**src/rtl/uart_cmd_dispatcher_pkg.sv**
```systemverilog
// Shared definitions for the UART command dispatcher.
//   - FSM state encoding
//   - opcode values carried in the first (opcode) byte of a frame
//   - QUERY response header nibble and a helper that builds the status byte
package uart_cmd_dispatcher_pkg;

    typedef enum logic [1:0] {
        IDLE    = 2'd0,
        WAIT_CH = 2'd1,
        EXEC    = 2'd2,
        RESP    = 2'd3
    } state_t;

    localparam logic [3:0] OP_SET_ON  = 4'h1;
    localparam logic [3:0] OP_SET_OFF = 4'h2;
    localparam logic [3:0] OP_TOGGLE  = 4'h3;
    localparam logic [3:0] OP_QUERY   = 4'h4;
    localparam logic [3:0] OP_ALL_OFF = 4'h5;

    localparam logic [3:0] QUERY_HDR  = 4'hA;

    // Status byte returned by QUERY: header nibble, then the channel bit in the LSB.
    function automatic logic [7:0] query_resp(input logic ch_on);
        return {QUERY_HDR, 3'b000, ch_on};
    endfunction

endpackage

```
**src/rtl/uart_cmd_dispatcher_if.sv**
```systemverilog
// Byte-level link between uart_rx/uart_tx and the command dispatcher.
//   data_received / rx_done / parity_error : receive side, from uart_rx
//   tx_busy                                : transmitter busy, from uart_tx
//   data_to_tx / start_tx                  : transmit request, to uart_tx
// master = UART side (drives received bytes), slave = dispatcher.
interface uart_cmd_dispatcher_if;
    logic [7:0] data_received;
    logic       rx_done;
    logic       parity_error;
    logic       tx_busy;
    logic [7:0] data_to_tx;
    logic       start_tx;

    modport master (
        output data_received, rx_done, parity_error, tx_busy,
        input  data_to_tx, start_tx
    );

    modport slave (
        input  data_received, rx_done, parity_error, tx_busy,
        output data_to_tx, start_tx
    );
endinterface

```
**src/rtl/uart_cmd_dispatcher_hamming.sv**
```systemverilog
// Combinational Hamming(7,4) checker/decoder.
//   hamming_in_i[6:0]  : codeword, bit k-1 holds Hamming position k
//                        (positions 1,2,4 parity; 3,5,6,7 data d0..d3)
//   data_out_o[3:0]    : extracted data nibble {d3,d2,d1,d0}
//   error_detected_o   : non-zero syndrome
// No correction is applied: any flagged byte is rejected by the dispatcher.
module hamming_7_4_decoder (
    input  logic [6:0] hamming_in_i,
    output logic [3:0] data_out_o,
    output logic       error_detected_o
);
    logic [2:0] syndrome;

    assign syndrome[0] = ^{hamming_in_i[0], hamming_in_i[2], hamming_in_i[4], hamming_in_i[6]};
    assign syndrome[1] = ^{hamming_in_i[1], hamming_in_i[2], hamming_in_i[5], hamming_in_i[6]};
    assign syndrome[2] = ^{hamming_in_i[3], hamming_in_i[4], hamming_in_i[5], hamming_in_i[6]};

    assign data_out_o       = {hamming_in_i[6], hamming_in_i[5], hamming_in_i[4], hamming_in_i[2]};
    assign error_detected_o = |syndrome;
endmodule

```
**src/rtl/uart_cmd_dispatcher.sv**
```systemverilog
// Command layer between uart_rx/uart_tx and N_CH on/off channels.
// A frame is two Hamming(7,4)-protected bytes: opcode, then channel index.
// Every frame is answered with ACK, NACK or a QUERY status byte; an opcode
// byte with no follow-up inside TIMEOUT_CYC cycles is dropped silently.
// Ports:
//   clk, rst     : clock, asynchronous active-high reset
//   bus (slave)  : receive bytes in, response byte + start pulse out
//   ch_state_o   : channel states, 1 = ON
//   err_cnt_o    : saturating count of rejected / dropped frames and bytes
module uart_cmd_dispatcher
    import uart_cmd_dispatcher_pkg::*;
#(
    parameter int         N_CH        = 3,
    parameter int         TIMEOUT_CYC = 4800,
    parameter int         ERR_W       = 8,
    parameter logic [7:0] ACK_BYTE    = 8'h3C,
    parameter logic [7:0] NACK_BYTE   = 8'hC3
) (
    input  logic                   clk,
    input  logic                   rst,
    uart_cmd_dispatcher_if.slave   bus,
    output logic [N_CH-1:0]        ch_state_o,
    output logic [ERR_W-1:0]       err_cnt_o
);
    localparam int TW = $clog2(TIMEOUT_CYC + 1);

    state_t            state_q;
    logic [3:0]        opcode_q;
    logic [3:0]        idx_q;
    logic [TW-1:0]     timer_q;
    logic [N_CH-1:0]   ch_state_q;
    logic [7:0]        data_to_tx_q;
    logic              start_tx_q;
    logic [ERR_W-1:0]  err_cnt_q;
    logic [ERR_W-1:0]  err_cnt_d;

    logic [3:0]        dec_data;
    logic              dec_err;
    logic              byte_bad;
    logic              timeout_hit;
    logic [N_CH-1:0]   ch_mask;
    logic              idx_ok;
    logic              exec_nack;
    logic [1:0]        err_inc;
    logic [ERR_W:0]    err_sum;

    hamming_7_4_decoder u_dec (
        .hamming_in_i     (bus.data_received[6:0]),
        .data_out_o       (dec_data),
        .error_detected_o (dec_err)
    );

    assign byte_bad    = bus.parity_error | bus.data_received[7] | dec_err;
    assign timeout_hit = (timer_q == TW'(TIMEOUT_CYC - 1));

    // One-hot channel select; an out-of-range index yields an all-zero mask.
    for (genvar gi = 0; gi < N_CH; gi++) begin : g_mask
        assign ch_mask[gi] = (idx_q == 4'(gi));
    end
    assign idx_ok = |ch_mask;

    always_comb begin
        exec_nack = 1'b1;
        case (opcode_q)
            OP_SET_ON, OP_SET_OFF, OP_TOGGLE, OP_QUERY: exec_nack = !idx_ok;
            OP_ALL_OFF:                                 exec_nack = 1'b0;
            default:                                    exec_nack = 1'b1;
        endcase
    end

    // An EXEC-cycle NACK and a dropped byte can coincide, so up to two
    // increments are summed before saturating.
    always_comb begin
        err_inc = 2'd0;
        case (state_q)
            IDLE:    err_inc = {1'b0, bus.rx_done & byte_bad};
            WAIT_CH: err_inc = {1'b0, bus.rx_done ? byte_bad : timeout_hit};
            EXEC:    err_inc = 2'({1'b0, exec_nack} + {1'b0, bus.rx_done});
            RESP:    err_inc = {1'b0, bus.rx_done};
            default: err_inc = 2'd0;
        endcase
        err_sum   = {1'b0, err_cnt_q} + (ERR_W + 1)'(err_inc);
        err_cnt_d = err_sum[ERR_W] ? {ERR_W{1'b1}} : err_sum[ERR_W-1:0];
    end

    always_ff @(posedge clk or posedge rst) begin
        if (rst) begin
            state_q      <= IDLE;
            opcode_q     <= 4'h0;
            idx_q        <= 4'h0;
            timer_q      <= '0;
            ch_state_q   <= '0;
            data_to_tx_q <= 8'h00;
            start_tx_q   <= 1'b0;
            err_cnt_q    <= '0;
        end else begin
            start_tx_q <= 1'b0;
            err_cnt_q  <= err_cnt_d;
            case (state_q)
                IDLE: begin
                    if (bus.rx_done) begin
                        if (byte_bad) begin
                            data_to_tx_q <= NACK_BYTE;
                            state_q      <= RESP;
                        end else begin
                            opcode_q <= dec_data;
                            timer_q  <= '0;
                            state_q  <= WAIT_CH;
                        end
                    end
                end
                WAIT_CH: begin
                    timer_q <= timer_q + 1'b1;
                    // A byte arriving on the timeout cycle takes priority.
                    if (bus.rx_done) begin
                        if (byte_bad) begin
                            data_to_tx_q <= NACK_BYTE;
                            state_q      <= RESP;
                        end else begin
                            idx_q   <= dec_data;
                            state_q <= EXEC;
                        end
                    end else if (timeout_hit) begin
                        state_q <= IDLE;
                    end
                end
                EXEC: begin
                    data_to_tx_q <= exec_nack ? NACK_BYTE : ACK_BYTE;
                    if (!exec_nack) begin
                        case (opcode_q)
                            OP_SET_ON:  ch_state_q <= ch_state_q | ch_mask;
                            OP_SET_OFF: ch_state_q <= ch_state_q & ~ch_mask;
                            OP_TOGGLE:  ch_state_q <= ch_state_q ^ ch_mask;
                            OP_QUERY:   data_to_tx_q <= query_resp(|(ch_state_q & ch_mask));
                            OP_ALL_OFF: ch_state_q <= '0;
                            default:    ch_state_q <= ch_state_q;
                        endcase
                    end
                    state_q <= RESP;
                end
                RESP: begin
                    if (!bus.tx_busy) begin
                        start_tx_q <= 1'b1;
                        state_q    <= IDLE;
                    end
                end
                default: state_q <= IDLE;
            endcase
        end
    end

    assign bus.data_to_tx = data_to_tx_q;
    assign bus.start_tx   = start_tx_q;
    assign ch_state_o     = ch_state_q;
    assign err_cnt_o      = err_cnt_q;
endmodule
```
**src/flat_wrapper.sv**
```systemverilog
// flat-port wrapper written by rule: the top's interface ports become plain ports
module uart_cmd_dispatcher_flat import uart_cmd_dispatcher_pkg::*;
#(
    parameter int         N_CH        = 3,
    parameter int         TIMEOUT_CYC = 4800,
    parameter int         ERR_W       = 8,
    parameter logic [7:0] ACK_BYTE    = 8'h3C,
    parameter logic [7:0] NACK_BYTE   = 8'hC3
)
  (clk, rst, ch_state_o, err_cnt_o, bus_data_received, bus_rx_done, bus_parity_error, bus_tx_busy, bus_data_to_tx, bus_start_tx);
  uart_cmd_dispatcher_if bus_i ();
  input  logic clk;
  input  logic rst;
  output logic [N_CH-1:0] ch_state_o;
  output logic [ERR_W-1:0] err_cnt_o;
  input wire logic [$bits(bus_i.data_received)-1:0] bus_data_received;
  input wire logic [$bits(bus_i.rx_done)-1:0] bus_rx_done;
  input wire logic [$bits(bus_i.parity_error)-1:0] bus_parity_error;
  input wire logic [$bits(bus_i.tx_busy)-1:0] bus_tx_busy;
  output wire logic [$bits(bus_i.data_to_tx)-1:0] bus_data_to_tx;
  output wire logic [$bits(bus_i.start_tx)-1:0] bus_start_tx;
  assign bus_i.data_received = bus_data_received;
  assign bus_i.rx_done = bus_rx_done;
  assign bus_i.parity_error = bus_parity_error;
  assign bus_i.tx_busy = bus_tx_busy;
  assign bus_data_to_tx = bus_i.data_to_tx;
  assign bus_start_tx = bus_i.start_tx;
  uart_cmd_dispatcher #(.N_CH(N_CH), .TIMEOUT_CYC(TIMEOUT_CYC), .ERR_W(ERR_W), .ACK_BYTE(ACK_BYTE), .NACK_BYTE(NACK_BYTE)) u_core (.clk(clk), .rst(rst), .bus(bus_i), .ch_state_o(ch_state_o), .err_cnt_o(err_cnt_o));
endmodule
```
**config.mk**
```make
export PLATFORM = sky130hd
export DESIGN_NAME = uart_cmd_dispatcher_flat
export DESIGN_NICKNAME = d
export VERILOG_FILES = /design/src/rtl/uart_cmd_dispatcher_pkg.sv /design/src/rtl/uart_cmd_dispatcher_if.sv /design/src/rtl/uart_cmd_dispatcher_hamming.sv /design/src/rtl/uart_cmd_dispatcher.sv /design/src/flat_wrapper.sv
export SDC_FILE = /design/constraint.sdc
export NUM_CORES = 1
export LEC_CHECK = 0
export ABC_AREA = 1
export BUFFER_PORTS_ARGS = -buffer_cell sky130_fd_sc_hd__buf_2
export CAP_MARGIN = 5
export CORE_MARGIN = 10
export CORE_UTILIZATION = 24
export CTS_CLUSTER_SIZE = 28
export DETAILED_ROUTE_END_ITERATION = 10
export SETUP_SLACK_MARGIN = 0.1
export SLEW_MARGIN = 10
export SYNTH_ARGS = -nofsm -noshare
export SYNTH_HDL_FRONTEND = slang
export SYNTH_SLANG_ARGS = --single-unit
```
**constraint.sdc**
```tcl
create_clock -name clk -period 4.7 [get_ports clk]
set_clock_uncertainty 0.15 [all_clocks]
set_input_delay 0.705 -clock clk [delete_from_list [all_inputs] [get_ports clk]]
set_output_delay 0.705 -clock clk [all_outputs]
set_load 0.01 [all_outputs]
```
* Yosys cells after proc, flatten, opt, wreduce, memory -nomap -nowiden *
Index checks and enable logic that the tools add are counted.

cells by class
  reduce and logical (&&, ||, !) cells = 20
  magnitude comparators = 0
  add/sub/neg operators = 3
  shift-type cells = 0
  bitwise gates (word level) = 10
  div/mod/pow operators = 0
  multiplexer cells = 23
  $mul = 0
  eq/ne operators = 17

operator list
  cell                                                             number
  8-bit two-way mux                                                6
  13-bit two-way mux                                               2
  13-bit one-hot mux with 2 select lines                           1
  3-bit AND reduction                                              6
  2-bit one-hot mux with 4 select lines                            2
  8-bit one-hot mux with 2 select lines                            1
  13-bit by 1-bit adder with 13-bit output, second input constant  1
  13-bit == test, second input constant                            1
  4-bit by 2-bit == test with 1-bit output, second input constant  3
  3-bit one-hot mux with 4 select lines                            1
  4-bit XOR reduction                                              3
  2-bit two-way mux                                                5
  8-bit by 2-bit adder with 9-bit output                           1
  3-bit OR reduction                                               3
  4-bit by 1-bit == test with 1-bit output, second input constant  2
  4-bit by 3-bit == test with 1-bit output, second input constant  2
  3-bit AND                                                        2
  2-bit != test, second input constant                             3
  2-bit == test, second input constant                             2
  4-bit zero test                                                  1
  1-bit two-way mux                                                4
  2-bit by 1-bit != test with 1-bit output, second input constant  2
  2-bit nonzero test                                               2
  4-bit nonzero test                                               1
  other kinds (14)                                                 16

word-level totals
  bits in registers = 43
  output and inout port bits = 20
  bits in latches = 0
  memories kept = 0
  ROM bits = 0
  word-level logic and storage cells = 81
  RAM bits = 0

* Depth between registers and ports, before layout *
  word-level depth = 8
  mapped depth = 20
  mapped depth without buffers = 19

* Modules after synthesis *
Synthesis repeated with hierarchy kept, for this count alone.

unflattened totals
  cells, all modules = 366
  area total of the unflattened synthesis = 2573.7 um2

by module, submodules not included
  module               times used  area an instance (um2)  seq. area each (um2)  cells each
  uart_cmd_dispatcher  1           2389.8                  1001.0                327
  hamming_7_4_decoder  1           183.9                   0.0                   39

* Worst setup path before layout *
Ideal clock, no wire load.

  path kind = register -> register
  start point = register u_core.idx_q[3]
  end point = register u_core.err_cnt_q[7] (netlist: u_core.err_cnt_o[7])
  period minus slack after synthesis = 2872 ps
  path buffers = 0
  cell stages (with the launch flop) = 19
  data required time = 4478 ps
  setup slack = 1828 ps
  arrival time = 2649 ps
  cell sequence = dfrtp_1 -> or2_2 -> a21oi_1 -> nand2_1 -> nand2_1 -> inv_1 -> ha_1 -> o21ai_1 -> nand2_1 -> nand2_1 -> inv_1 -> ha_1 -> inv_1 -> fa_1 -> nor2_1 -> nand2_1 -> nor2_1 -> nand3_1 -> nand3_1

between the ends
  word-level cells in the longest chain between the ends = 8
  elaborated cells on any way between the ends = 10
  classes of those cells = add/sub: 2; eq/ne: 2; mux: 3; reduce/logical: 3

ends and longest elaborated chain
  element                                                                 line                        source
  start: declaration                                                      uart_cmd_dispatcher.sv:29   logic [3:0] idx_q;
  start signal: assignment                                                uart_cmd_dispatcher.sv:120  idx_q <= dec_data;
  4-bit by 1-bit == test with 1-bit output, or another cell as far along  uart_cmd_dispatcher.sv:58   assign ch_mask[gi] = (idx_q == 4'(gi));
  3-bit OR reduction *                                                    uart_cmd_dispatcher.sv:60   assign idx_ok = |ch_mask;
  1-bit zero test *                                                       uart_cmd_dispatcher.sv:65   OP_SET_ON, OP_SET_OFF, OP_TOGGLE, OP_QUERY: exec_nack = !idx_ok;
  1-bit one-hot mux with 2 select lines *                                 uart_cmd_dispatcher.sv:64   case (opcode_q)
  1-bit by 1-bit adder with 2-bit output *                                uart_cmd_dispatcher.sv:78   EXEC: err_inc = 2'({1'b0, exec_nack} + {1'b0, bus.rx_done});
  2-bit one-hot mux with 4 select lines *                                 uart_cmd_dispatcher.sv:75   case (state_q)
  8-bit by 2-bit adder with 9-bit output *                                uart_cmd_dispatcher.sv:82   err_sum = {1'b0, err_cnt_q} + (ERR_W + 1)'(err_inc);
  8-bit two-way mux *                                                     uart_cmd_dispatcher.sv:83   err_cnt_d = err_sum[ERR_W] ? {ERR_W{1'b1}} : err_sum[ERR_W-1:0];
  via u_core.err_cnt_d[7]                                                 uart_cmd_dispatcher.sv:35   logic [ERR_W-1:0] err_cnt_d;
  end signal: assignment                                                  uart_cmd_dispatcher.sv:98   err_cnt_q <= err_cnt_d;
  end: declaration                                                        uart_cmd_dispatcher.sv:34   logic [ERR_W-1:0] err_cnt_q;

Mark *: on every way through the listed nets, which the timed path passes. The rest lies on a longest branch.
A chain may end at the register's enable or synchronous reset.

* Worst setup path after layout *
  start point = register u_core.idx_q[3]
  end point = register u_core.err_cnt_q[4] (netlist: u_core.err_cnt_o[4])

Same word-level chain as after synthesis.

==> run_results.csv <==
group,metric,value,unit
placement,dp_cells,526,
drt,drc,0,
sta,period_share,0.693,
layout,final_net_count,420,
drt,wl_per_cell,10.6,um
logic_synthesis,ys_warn_count,0,
floorplanning,start_util,0.244,
sta,slew_headroom,0.560,
floorplanning,ioPinCount,33,
clock_tree,tritoncts,"yes",
clock_tree,cts_made_buffers,5,
run,maxCapViolations,0,
logic_synthesis,syn-num-nets,386,
global_route,grt_max_degree,41,
logic_synthesis,ys_seq_elements,40,
drt,drtPass1Iterations,4,
global_route,track_usage,0.0729,
setup_path,criticalPathCategory,"reg -> reg",
sta,hold_ws,0.347,ns
floorplanning,die_y,124,um
sta,fmax,307,MHz
floorplanning,rows,38,
logic_synthesis,ys_types,30,
pwr,p_per_area,530,nW/um^2
clock_tree,post_cts.repair.setup_buffers,0,
floorplanning,die_area,15500,um^2
sta,tns,0,ns
floorplanning,die_w,124,um
placement,dp_hpwl,4450,um
global_route,grt_pass1_wl,9790,um
drt,via_per_inst,4.24,
pwr,ir_worst_vdd,0.192,mV
layout,fin_cells,535,
sta,finalSetupViolations,0,
logic_synthesis,synth_top_cell_by_area,"dfrtp_1",
placement,post_dp_cell_area,2920,um^2
sta,tightest_slew,0.659,ns
drt,detail_route.iter0.violations,132,
sta,rsz0062_at_grt,"no",
layout,utilization,0.280,
global_route,antenna_found_initial,0,
global_route,grt_use_met2,0.104,
global_route,use_met3,0.0221,
drt,drtAntennaViolNets,0,
floorplanning,core,10700,um^2
layout,layout_commonest_cell,"nand2_1",
placement,pre_cts_ws,1.43,ns
layout,layout_common_cells,"nand2_1, inv_1, dfrtp_1",
hold_path,hp-class,"reg -> reg",
sta,fin_ws,1.44,ns
setup_path,path_max_fanout,7,
logic_synthesis,synth_top_area_share,0.382,
drt,drt-total-wl,5650,um
outcome,status,"complete, no violations",
layout,num-fill-cells,1203,
clock_tree,cts_hold_buf,0,
sta,maxSlewViolCount,0,
logic_synthesis,synth_area_leaders,"dfrtp_1, nand2_1, inv_1",
placement,numPortBuffers,32,
setup_path,end_kind,"flip-flop",
layout,design_area,3000,um^2
global_route,grt-ovfl-total,0,
setup_path,crit_arrival,3.32,ns
clock_tree,root_buffer,"clkbuf_8",
global_route,use_met1,0.0996,
global_route,busiest_layer,"met2",
layout,syn_to_final_growth,14.8,%
clock_tree,clk_transition_reported_paths,0.08,ns
clock_tree,post_cts_resized,0,
clock_tree,clock_sinks,40,
clock_tree,clock_latency,0.30,ns
placement,place_congestion,0.786,
sta,hold_viol,0,
layout,drive_above_1_share,0.180,
logic_synthesis,synthesis.area,2620,um^2
drt,dr_total_vias,2269,
setup_path,critPathLaunchType,"flip-flop",
pwr,fin_total_pwr,1.59,mW
logic_synthesis,syn_area_per_cell,7.29,um^2
sta,final.min_clock_period,3.26,ns
logic_synthesis,ys_seq_area_frac,0.382,
global_route,grt_pass1_vias,2131,
clock_tree,htree_num_levels,2,
pwr,cellLeakagePower,1.58,nW
clock_tree,cts_buffer_depth,2,
setup_path,worstPathRequired,4.76,ns
logic_synthesis,synthCells,359,
## report_power, final
group / internal (mW) / switching (mW) / leakage, nW
clock: 0.106 / 0.122 / 0.0424
combinational: 0.279 / 0.454 / 1.02
sequential: 0.483 / 0.148 / 0.515
total: 0.868 / 0.724 / 1.58
## area by class of cell
class,instances,area [um^2],area share
timing repair buffer,33,168,0.0558
inverter,52,195,0.0650
tap,140,175,0.0583
sequential,40,1000,0.333
multi-input combinational,261,1380,0.459
antenna,1,2.50,0.000833
clock inverter,1,8.76,0.00292
clock buffer,7,76.3,0.0254
## final timing paths
path                                  from                   to  slack (ns)  cells past startpoint
min                        u_core.idx_q[3]      u_core.idx_q[3]        0.35                      2
min reg2reg                u_core.idx_q[3]      u_core.idx_q[3]        0.35                      2
max reg2reg                u_core.idx_q[3]  u_core.err_cnt_o[4]        1.44                     18
min in group asynchronous              rst  u_core.err_cnt_o[0]        0.37                      3
max in group asynchronous              rst    u_core.timer_q[7]        3.69                      3
max                        u_core.idx_q[3]  u_core.err_cnt_o[4]        1.44                     18
## per-layer routing
layer  wire, um  share of wire
met1       3020           0.53
met3        289          0.051
met2       2250           0.40
met4         93          0.016
met5          0              0
## critical path: stages (launching register included)
cell and delay, ns:
dfrtp_1 0.38, or2_2 0.32, a21oi_1 0.17, nand2_1 0.07, nand2_1 0.13, inv_1 0.06, ha_1 0.26, o21ai_1 0.06
nand2_1 0.07, nand2_1 0.05, inv_1 0.05, ha_1 0.12, inv_1 0.05, fa_1 0.38, nor2_1 0.17, nand2_1 0.06
nor2_1 0.20, nand3_1 0.26, o21ai_0 0.15
## logic make-up after synthesis
family	Yosys count	share of synthesized area
and+or+nand+nor	212	0.376
buffers and inverters	58	0.0913
DFF	40	0.382
AOI/OAI and AO/OA	35	0.0803
adders and majority gates	14	0.0698
## cells in the mapped netlist
master	number
dfrtp_1	40
buf_2	2
nand2_2	7
buf_4	3
nand3_1	31
fa_1	1
o21bai_1	3
nand3_4	2
nor2_4	1
a21oi_1	4
a21boi_0	1
a21oi_4	1
inv_2	6
nand2_4	3
o21ai_0	12
inv_1	46
nand4_1	9
nand2_1	122
nand3_2	2
ha_1	13
o21ai_1	8
nand4_2	1
buf_6	1
o211ai_1	5
nor3_1	4
nand3b_1	1
or2_2	5
nor2_2	4
nor2_1	20
a31oi_1	1
## sequential cells by signal, summed over array words and instances (netlist names)
signal	cells
u_core.ch_state_o	3
u_core.opcode_q	4
u_core.bus.data_to_tx	5
u_core.state_q	2
u_core.timer_q	13
u_core.bus.start_tx	1
u_core.err_cnt_o	8
u_core.idx_q	4
Note: power is estimated with default switching activity, not from simulation.
